## src/rtl/gray_counter.sv

```systemverilog
// -----------------------------------------------------------------------------
// gray_counter
//
// Purpose:
//   Up/down counter that keeps its count in binary and presents the registered
//   Gray encoding of that count. Because gray_out comes straight from a
//   flip-flop, it never glitches. Each enabled step changes exactly one bit of
//   gray_out, which makes it suitable as a pointer or clock-crossing source.
//   Its output feeds the 4-bit Gray-to-binary converter downstream.
//
// Parameters:
//   WIDTH     counter width in bits (minimum 2); both bin and gray_out use it
//
// Ports:
//   clk       in   1      rising-edge clock
//   rst_n     in   1      asynchronous active-low reset
//   en        in   1      count enable, one step per cycle while high
//   up_dn     in   1      1 = increment, 0 = decrement (binary sense)
//   load      in   1      synchronous load strobe (has priority over en)
//   load_val  in   WIDTH  binary value to load
//   gray_out  out  WIDTH  registered Gray code of the current count
//   tc        out  1      registered terminal-count pulse
//
// Configuration macro:
//   GRAY_CNT_SAT_EN  when defined, the counter saturates at all-ones and at
//                    zero instead of wrapping. In that mode tc flags every
//                    cycle whose requested step was blocked. When undefined,
//                    the count wraps modulo 2^WIDTH and tc flags each wrap.
// -----------------------------------------------------------------------------
module gray_counter #(
   parameter int WIDTH = 4
) (
   input  logic             clk,
   input  logic             rst_n,
   input  logic             en,
   input  logic             up_dn,
   input  logic             load,
   input  logic [WIDTH-1:0] load_val,
   output logic [WIDTH-1:0] gray_out,
   output logic             tc
);

   localparam logic [WIDTH-1:0] ALL_ONES = {WIDTH{1'b1}};
   localparam logic [WIDTH-1:0] ALL_ZERO = {WIDTH{1'b0}};

   logic [WIDTH-1:0] bin;
   logic [WIDTH-1:0] bin_next;
   logic             tc_next;
   logic             at_limit;

   function automatic logic [WIDTH-1:0] to_gray(input logic [WIDTH-1:0] b);
      return b ^ (b >> 1);
   endfunction

   // The step would leave the binary range. At that point the counter either
   // wraps or is blocked, depending on the build.
   assign at_limit = up_dn ? (bin == ALL_ONES) : (bin == ALL_ZERO);

   // Next-state selection with priority load > en > hold. tc is 0 unless
   // an enabled step hits the range limit.
   always_comb begin
      bin_next = bin;
      tc_next  = 1'b0;
      if (load) begin
         bin_next = load_val;
      end else if (en) begin
         if (at_limit) begin
            tc_next = 1'b1;
`ifdef GRAY_CNT_SAT_EN
            bin_next = bin;
`else
            bin_next = up_dn ? ALL_ZERO : ALL_ONES;
`endif
         end else begin
            bin_next = up_dn ? (bin + 1'b1) : (bin - 1'b1);
         end
      end
   end

   // gray_out is encoded from bin_next, so it tracks bin in the same cycle
   // without a combinational path to the output.
   always_ff @(posedge clk or negedge rst_n) begin
      if (!rst_n) begin
         bin      <= ALL_ZERO;
         gray_out <= ALL_ZERO;
         tc       <= 1'b0;
      end else begin
         bin      <= bin_next;
         gray_out <= to_gray(bin_next);
         tc       <= tc_next;
      end
   end

endmodule

```

## config.mk

```make
export PLATFORM = sky130hd
export DESIGN_NAME = gray_counter
export DESIGN_NICKNAME = d
export VERILOG_FILES = /design/src/rtl/gray_counter.sv
export SDC_FILE = /design/constraint.sdc
export NUM_CORES = 1
export LEC_CHECK = 0
export ABC_AREA = 1
export BUFFER_PORTS_ARGS = -buffer_cell sky130_fd_sc_hd__buf_2
export CORE_AREA = 2 2 39 41
export DETAILED_ROUTE_END_ITERATION = 7
export DIE_AREA = 0 0 41 43
export MAX_ROUTING_LAYER = met4
export PLACE_DENSITY = 0.71
export REMOVE_ABC_BUFFERS = 1
export SETUP_SLACK_MARGIN = 0.02
export SLEW_MARGIN = 20
export SYNTH_ARGS = -nofsm -noshare
export SYNTH_HDL_FRONTEND = slang
export SYNTH_SLANG_ARGS = --single-unit
```

## constraint.sdc

```tcl
create_clock -name clk -period 2.05 [get_ports clk]
set_input_delay 0.41 -clock clk [delete_from_list [all_inputs] [get_ports clk]]
set_output_delay 0.41 -clock clk [all_outputs]
set_load 0.005 [all_outputs]
```

==> summary.txt, run 1 <==
Worst setup path
  – Critical path class: flop to flop
  – Critical Path AT: about 1800 ps
  – Slowest stage cell, crit path: dfrtp_1
  – Critical Path Max Stage Delay: 420 ps
  – Worst path top cell family by delay: flip-flops
  – Critical path peak fanout: 5
  – CP bufs+invs: 2
  – Crit-path cells: inv_1 -> fa_1 -> xor2_1 -> nand2_1 -> nand2_1 -> nand2_1 -> o21ai_2 -> inv_2 -> nand2_1 -> nand2_1
  – Crit end category: flop
  – Most common cell on crit path: nand2_1
  – Cells on worst reg2reg path: 10
  – Levels on crit path: 10
  – Critical Path RT: ~2200 ps
  – Crit start category: flop

Clock network
  – H-tree levels: 1
  – Clock Sinks: 8
  – Post-CTS Setup Bufs: 0
  – Worst-skew pair later-pin latency: between 200 and 300 ps
  – Post-CTS sizing: 0
  – CTS tree: built
  – CTS max path bufs: 2
  – Cts bufs inserted: 3
  – Clock Pin Slew Worst Setup and Hold Paths: 50 ps
  – Clock root cell: clkbuf_4

STA
  – F_max: 0.612 GHz
  – Final Max Slew Viols: 0
  – RSZ-0062 raised after global routing: no
  – Max Clock Skew: 3.35 ps
  – Final setup vio count: 0
  – Min Tclk post-route: 1630 ps
  – Tcrit/Tclk final: 0.797
  – Relative slew slack: 0.848
  – Slew @ Worst Pin: 228 ps
  – Hold Fails Final Rpt: 0
  – Setup_tns: 0 ps

Detailed routing
  – Drt first pass iters: 3
  – Final antenna-violating net count: 0
  – WL final: 940 um
  – WL per Instance: around 9.5 um
  – Drt first-iter violations: 4
  – DR vias: 459
  – Vias/cell: about 4.6
  – # DRC: 0

Global routing
  – Tot GR Track Use: 0.134
  – Grt total ovfl: 0
  – Pin count of the biggest net entering global routing: 9
  – First-pass GRT wire length: 1540 um
  – Initial antenna violation count: 0
  – Number of global-route vias before repair: 402

Synth
  – Post-Syn Area per Cell: ~8.0 um^2
  – Top FF cell, synth: dfrtp_1
  – Commonest cells in the netlist: nand2_1, dfrtp_1, a21oi_1, inv_1, nor2_1
  – Asr flop ratio synth: 1.00
  – Most common cell in the netlist: nand2_1
  – Post-Synthesis Cells: 67
  – Yosys top cell area share: 0.376
  – Sequential cell area fraction in the yosys report: 0.376
  – Yosys Warn Count: 0
  – Yosys top cell by area: dfrtp_1
  – Synth cell types: 22
  – Post-synth EDFFs: 0
  – Yosys reg bits: 8
  – Synthesized area: 533 um^2
  – Top cells by area, synth: dfrtp_1, nand2_1, a21oi_1, ha_1, fa_1

Cells and area
  – Share of layout cells above drive strength 1: 0.349
  – Area grow syn2layout: 20.7%
  – Final instance area: around 640 um^2
  – # diodes: 0
  – Final Net Count: 97

Floorplanning
  – Core area: between 1000 and 1500 um^2
  – Die area: between 1500 and 2000 um^2
  – Die Wd: 41 um
  – Initial core utilization: 0.385
  – Floorplan row count: 14
  – Num ports: 14
  – Die Y: about 43 um

Power and ir drop
  – Leakage Power: 0.344 nW
  – PwrDens: 718 nW/um^2
  – VDD IR-drop max: around 540 uV

Run status
  – Status: completed

Placement
  – Post-DP Area: 611 um^2
  – Port Buffers: 13
  – Hpwl dp: 802 um
  – GP Congestion: ~0.77

Flow run
  – MaxCap Viol Count: 0

Worst hold path
  – Hold depth: 3
  – Hold Path Class: input port to flop
[tightest hold or removal path, stage by stage]
cell	delay, ps
buf_2	90
o21ai_2	70
inv_2	60
[layout make-up]
| type | instances | area [um^2] |
|---|---|---|
| tap | 16 | 20.0 |
| inverter | 9 | 36.3 |
| timing repair buffer | 14 | 75.1 |
| fill | 147 | 741 |
| sequential | 8 | 200 |
| multi-input combinational | 49 | 289 |
| clock buffer | 3 | 22.5 |
[placed cells by master, fill, tap and decap left out, types with 2 or more instances in the layout]
cell	n
xnor2_1	2
nand3_1	3
buf_2	13
a21oi_1	5
o21ai_2	2
inv_2	3
nor2_2	2
nor2_1	4
clkbuf_4	3
nand3_2	2
nand2_1	19
ha_1	2
inv_1	5
dfrtp_1	8
[power breakdown]
group | internal [mW] | switching, mW | leakage, nW
sequential | 0.181 | 0.0185 | 0.0953
clock | 0.0665 | 0.0459 | 0.0138
combinational | 0.0655 | 0.0845 | 0.235
total | 0.313 | 0.149 | 0.344
[layer usage]
metal	wire length, um	track usage	vias to the layer above
met1	418	0.169	204
li1	-	-	243
met5	0	-	-
met4	0	0.0200	0
met3	51	0.0628	0
met2	469	0.197	12
[logic make-up (layout without fill, tap and decap cells)]
logic type               Yosys count  in the layout  share of synthesized area
XOR/XNOR                           3              3                     0.0493
buffers and inverters             10             26                     0.0822
AO/OA/AOI/OAI                      8              8                     0.0916
AND/OR/NAND/NOR                   35             35                      0.317
adder cells (fa/ha/maj)            3              3                     0.0845
flip-flops                         8              8                      0.376
[registers in the layout, summed over array words and instances, names as in the netlist]
signal,cells
bin,4
gray_out,3
tc,1
[path summary, 6_finish.rpt]
path	end	start	slack, ps
setup / recovery	gray_out[2]	bin[0]	420
hold / removal	bin[1]	load_val[1]	420
setup reg to reg	gray_out[2]	bin[0]	420
hold reg to reg	bin[0]	bin[0]	720
max in group asynchronous	bin[1]	rst_n	1370
min in group asynchronous	tc	rst_n	530
[per-stage QoR]
step	total power, mW	hold slack (ps)	setup WS (ps)	utilization	std cells
4_1_cts	0.471	414	409	0.465	99
2_1_floorplan	0.301	114	548	-	66
3_3_place_gp	0.350	251	243	0.441	95
5_1_grt	0.504	419	218	0.465	99
3_5_place_dp	0.353	252	196	0.441	95
6_report	0.462	418	415	0.465	99
[timing repair]
action,CTS,global route
hold buffers,1,0
endpoints found under the hold margin,8,0
setup endpoints to repair,0,0
No activity file was read; power rests on OpenSTA's default activity.
==> run 2, diff against run 1 <==
clock period = 1.55 ns   (was 2.05 ns; I/O delays follow)
==> run 2 against run 1 <==
Critical path depth unchanged. Fmax rose by 8.6%. Largest cell class unchanged. Clock skew grew 1.3 ps. Via count grew 7.2%. Setup slack got worse by 370 ps. Sequential power increased by 29%.
==> summary.txt, run 2 (synthesis gave the netlist of run 1 again) <==
Run status
  – Status: completed

STA
  – Final setup vio count: 0 (unchanged)
  – Setup_tns: 0 ps (unchanged)
  – Relative slew slack: 0.845 (-0.00236)
  – Min Tclk post-route: 1510 ps (-129 ps)
  – Slew @ Worst Pin: 232 ps (+3.55 ps)
  – Final Max Slew Viols: 0 (unchanged)
  – F_max: 0.664 GHz (+8.6%)
  – Hold Worst Slack: 304 ps (-115 ps)
  – Tcrit/Tclk final: 0.971 (+0.174)
  – Hold Fails Final Rpt: 0 (unchanged)
  – Max Clock Skew: 4.62 ps (+1.27 ps)
  – RSZ-0062 raised after global routing: yes

Flow run
  – MaxCap Viol Count: 0 (unchanged)

Placement
  – Port Buffers: 13 (unchanged)
  – Hpwl dp: 887 um (+11%)
  – Post-DP Area: 656 um^2 (+7.4%)
  – GP Congestion: 0.829 (+7.1%)

Cells and area
  – Final instance area: 757 um^2 (+18%)
  – # diodes: 0 (unchanged)
  – Reg with most FFs: bin
  – Fillers: 127 (-14%)
  – Largest regs: bin x4, gray_out x3, tc x1
  – Max reg flops: 4 (unchanged)
  – Area grow syn2layout: 42.0%
  – Most frequent cells in the layout: nand2_1, buf_2, dfrtp_1, buf_4
  – Final Net Count: 105 (+8.2%)
  – Most common cell after layout, fill and taps aside: nand2_1
  – Share of layout cells above drive strength 1: 0.527 (+0.178)
  – Final core occ: 0.547 (+0.0823)

Global routing
  – First-pass GRT wire length: 1700 um (+11%)
  – Initial antenna violation count: 0 (unchanged)
  – Tot GR Track Use: 0.156 (+0.0219)
  – Pin count of the biggest net entering global routing: 9 (unchanged)
  – Number of global-route vias before repair: 456 (+13%)
  – Grt total ovfl: 0 (unchanged)

Floorplanning
  – Floorplan row count: 14 (unchanged)
  – Core area: 1380 um^2 (unchanged)
  – Die area: 1760 um^2 (unchanged)
  – Initial core utilization: 0.385 (unchanged)
  – Die Y: 43 um (unchanged)
  – Num ports: 14 (unchanged)
  – Die Wd: 41 um (unchanged)

Worst setup path
  – Critical Path RT: 1680 ps (-500 ps)
  – Critical path class: flop to flop
  – Crit start category: flop
  – Crit end category: flop
  – Critical path peak fanout: 3 (-2)
  – Critical Path AT: 1640 ps (-130 ps)

Detailed routing
  – Drt first pass iters: 4 (+1)
  – WL final: 1150 um (+22%)
  – Final antenna-violating net count: 0 (unchanged)
  – # DRC: 0 (unchanged)
  – WL per Instance: 10.7 um (+13%)
  – DR vias: 492 (+7.2%)
  – Vias/cell: 4.60 (-0.82%)
  – Drt first-iter violations: 10 (+6)

Clock network
  – Clock Sinks: 8 (unchanged)
  – Clock Pin Slew Worst Setup and Hold Paths: 50 ps (about the same)
  – CTS tree: built
  – Clock root cell: clkbuf_4
  – H-tree levels: 1 (unchanged)
  – CTS max path bufs: 2 (unchanged)
  – Cts bufs inserted: 3 (unchanged)
  – Worst-skew pair later-pin latency: 250 ps (about the same)

Power and ir drop
  – VDD IR-drop max: 502 uV (-6.3%)
  – Leakage Power: 0.386 nW (+12%)
  – PwrDens: 906 nW/um^2 (+26%)
  – Final Power: 0.686 mW (+49%)

Worst hold path
  – Hold Path Class: input port to flop
-- run 2: cell count changes in the layout (fill, tap and decap cells not counted), sizes merged --
cell and delta:
buf +8
-- run 2: area by class of cell --
| class | instances | area (um^2) | share of cell area |
|---|---|---|---|
| clock buffers | 3 | 22.5 | 0.0298 |
| inverters | 9 | 36.3 | 0.0479 |
| multi-input cells | 49 | 339 | 0.448 |
| flip-flops and latches | 8 | 200 | 0.264 |
| well taps | 16 | 20.0 | 0.0264 |
| repair buffers | 22 | 139 | 0.183 |
-- run 2: worst paths after layout --
check                           depth (start not counted)        start     endpoint  slack [ps]
worst max-delay path                                   10       bin[1]  gray_out[2]          40
worst min-delay path                                    3  load_val[1]       bin[1]         300
worst max register to register                         10       bin[1]  gray_out[2]          40
worst min register to register                          3       bin[0]       bin[0]         600
max in group asynchronous                               2        rst_n       bin[2]         950
min in group asynchronous                               2        rst_n  gray_out[1]         430
-- run 2: critical path: stages (launching register included) --
cell     delay (ps)
dfrtp_1         370
inv_2            60
fa_2            330
xor2_1          160
nand2_1          70
nand2_1          70
nand2_1          70
o21ai_2          90
inv_2            60
nand2_1          50
nand2_1          50
-- run 2: per-stage QoR --
| step | setup WS (ps) | instances |
|---|---|---|
| after global routing | -81.3 | 107 |
| after CTS | 21.1 | 106 |
| after global placement | -59.1 | 101 |
| after floorplan | 48.5 | 66 |
| after detailed placement | -108 | 101 |
| final | 44.7 | 107 |
-- run 2: per-layer routing --
layer | share of wire | up-vias | track usage
li1 | - | 259 | -
met1 | 0.44 | 222 | 0.155
met2 | 0.54 | 11 | 0.247
met3 | 0.025 | 0 | 0.0471
met4 | 0 | 0 | 0.100
met5 | 0 | - | -
-- run 2: where the power goes --
part	leakage, nW	switching [mW]	internal, mW
registers	0.0953	0.0182	0.239
clock network	0.0138	0.0645	0.0882
logic	0.277	0.145	0.131
total	0.386	0.228	0.458
-- run 2: timing repair --
item / 4_1_cts / 5_1_grt
hold endpoints to repair: 8 / 0
pin swaps: 1 / 13
endpoints found under the setup margin: 2 / 4
hold buffers: 1 / 0
setup buffers: 1 / 1
resized for setup: 2 / 11
==> run 3, diff against run 2 <==
GPL_TIMING_DRIVEN = 0   (was unset)
==> run 3 against run 2 <==
Routed wire length is 3.7% lower. Combinational power decreased by 8.3%. Register-to-register slack about the same. Global-route usage up 0.82 points. Sequential cell count is the same. Cell area fell by 5.1%. Sequential power rose by 2%. Clock skew fell by 1.8 ps. Clock power barely moved.
==> summary.txt, run 3 (synthesis gave the netlist of run 1 again) <==
Clock network
  – Clock Sinks: 8 (unchanged)
  – CTS tree: built
  – Clock root cell: clkbuf_4
  – Clock Pin Slew Worst Setup and Hold Paths: 50 ps (about the same)
  – CTS max path bufs: 2 (unchanged)
  – Cts bufs inserted: 3 (unchanged)
  – Worst-skew pair later-pin latency: 250 ps (about the same)
  – H-tree levels: 1 (unchanged)

STA
  – Hold Worst Slack: 317 ps (+13.7 ps)
  – Relative slew slack: 0.845 (about the same)
  – Max Clock Skew: 2.84 ps (-1.78 ps)
  – Tcrit/Tclk final: 0.974 (+0.00250)
  – Final Max Slew Viols: 0 (unchanged)
  – Hold Fails Final Rpt: 0 (unchanged)
  – Min Tclk post-route: 1510 ps (+3.87 ps)
  – RSZ-0062 raised after global routing: yes
  – Setup_tns: 0 ps (unchanged)
  – PnR worst setup slack: 40.9 ps (-3.87 ps)
  – Slew @ Worst Pin: 232 ps (+0.497 ps)
  – F_max: 0.663 GHz (-0.26%)
  – Final setup vio count: 0 (unchanged)

Floorplanning
  – Core area: 1380 um^2 (unchanged)
  – Floorplan row count: 14 (unchanged)
  – Die area: 1760 um^2 (unchanged)
  – Num ports: 14 (unchanged)
  – Die Wd: 41 um (unchanged)
  – Die Y: 43 um (unchanged)
  – Initial core utilization: 0.385 (unchanged)

Worst setup path
  – FF-to-FF End: gray_out[1]
  – Crit end category: flop
  – Crit start category: flop
  – R2R Setup Slk: 40 ps (about the same)
  – Cells on worst reg2reg path: 9 (-1)
  – Critical Path AT: 1640 ps (about the same)
  – Critical path class: flop to flop
  – Critical Path RT: 1680 ps (about the same)
  – Critical path peak fanout: 3 (unchanged)
  – Worst R2R Start: bin[1]

Detailed routing
  – Met2 routed WL: 576 um (-6.3%)
  – Met3 WL post-DR: 42 um (+45%)
  – Drt first pass iters: 4 (unchanged)
  – DR vias: 474 (-3.7%)
  – Drt first-iter violations: 7 (-3)
  – Top Layer Used: met3
  – # DRC: 0 (unchanged)
  – WL final: 1110 um (-3.7%)
  – Vias/cell: 4.56 (-0.88%)
  – M1 WL: 486 um (-3.6%)
  – WL per Instance: 10.6 um (-0.88%)
  – Final antenna-violating net count: 0 (unchanged)

Placement
  – Port Buffers: 13 (unchanged)
  – Placed Cells: 95 (-5.9%)
  – Pre-CTS setup slack: -178 ps (-70.3 ps)
  – Hpwl dp: 771 um (-13%)
  – GP Congestion: 0.748 (-9.8%)
  – Post-DP Area: 611 um^2 (-6.9%)

Worst hold path
  – Hold Path Class: input port to flop
  – Hold path endpoint: bin[1]
  – HP Start: load_val[1]
  – Hold depth: 3 (unchanged)

Power and ir drop
  – Sw Ratio: 0.329 (-0.00331)
  – Clk network pwr share: 0.228 (+0.005)
  – Psw: 0.219 mW (-3.8%)
  – Final Power: 0.667 mW (-2.8%)
  – PwrDens: 929 nW/um^2 (+2.5%)
  – Logic pwr share: 0.380 (-0.022)
  – Pint: 0.448 mW (-2.3%)
  – Sequential power share: 0.392 (+0.017)
  – VDD IR-drop max: 697 uV (+39%)
  – Leakage Power: 0.365 nW (-5.3%)

Flow run
  – MaxCap Viol Count: 0 (unchanged)

Run status
  – Status: completed

Global routing
  – Number of global-route vias before repair: 445 (-2.4%)
  – Initial antenna violation count: 0 (unchanged)
  – Tot GR Track Use: 0.164 (+0.00819)
  – Grt total ovfl: 0 (unchanged)
  – Pin count of the biggest net entering global routing: 9 (unchanged)
  – First-pass GRT wire length: 1840 um (+8.1%)

Cells and area
  – Fillers: 129 (+1.6%)
  – Fin cells: 104 (-2.8%)
  – Final instance area: 718 um^2 (-5.1%)
  – Share of layout cells above drive strength 1: 0.477 (-0.0502)
  – Max reg flops: 4 (unchanged)
  – Area grow syn2layout: 34.7%
  – # diodes: 0 (unchanged)
  – Largest regs: bin x4, gray_out x3, tc x1
  – Most frequent cells in the layout: nand2_1, buf_2, dfrtp_1, inv_2, a21oi_1
  – Most common cell after layout, fill and taps aside: nand2_1
  – Reg with most FFs: bin
  – Final core occ: 0.519 (-0.0280)
  – Final Net Count: 102 (-2.9%)
run 3: area by class of cell:
type                       instances  area [um^2]  area share
sequential                         8          201       0.280
clock buffer                       3         22.5      0.0314
timing repair buffer              19          116       0.162
inverter                           9         36.3      0.0505
multi-input combinational         49          322       0.448
tap                               16         20.0      0.0279
run 3: worst max path at each step:
stage / from / to / slack, ps / cells past startpoint
2_1_floorplan: bin[0] / gray_out[2] / 50 / 10
3_3_place_gp: up_dn / gray_out[2] / -150 / 12
3_5_place_dp: up_dn / gray_out[2] / -180 / 12
4_1_cts: bin[1] / gray_out[1] / 30 / 9
5_1_grt: bin[0] / gray_out[1] / -70 / 10
6_report: bin[1] / gray_out[1] / 40 / 9
run 3: critical path: stages, from the launching register on:
cell and delay, ps:
dfrtp_2 380, inv_2 60, fa_2 510, nand2_1 50, nand2_1 70, nand2_1 60
o21ai_2 100, inv_2 50, nand2_1 50, nand2_1 50
run 3: power by group through the flow:
stage	clock network, mW	registers [mW]	logic (mW)
2_1_floorplan	0	0.266	0.133
3_3_place_gp	0	0.267	0.192
6_report	0.152	0.262	0.253
3_5_place_dp	0	0.268	0.198
4_1_cts	0.161	0.262	0.240
5_1_grt	0.174	0.265	0.286
run 3: metal layers:
layer,vias to the layer above,global-route usage
met5,-,-
met4,0,0.0200
met3,0,0.0628
met2,13,0.263
met1,207,0.195
li1,254,-
run 3: timing repair:
item / CTS / global route
setup endpoints to repair: 4 / 4
buffers inserted: 4 / 1
hold endpoints to repair: 8 / 0
resized for setup: 5 / 4
hold buffers: 1 / 0
pin swaps: 2 / 8
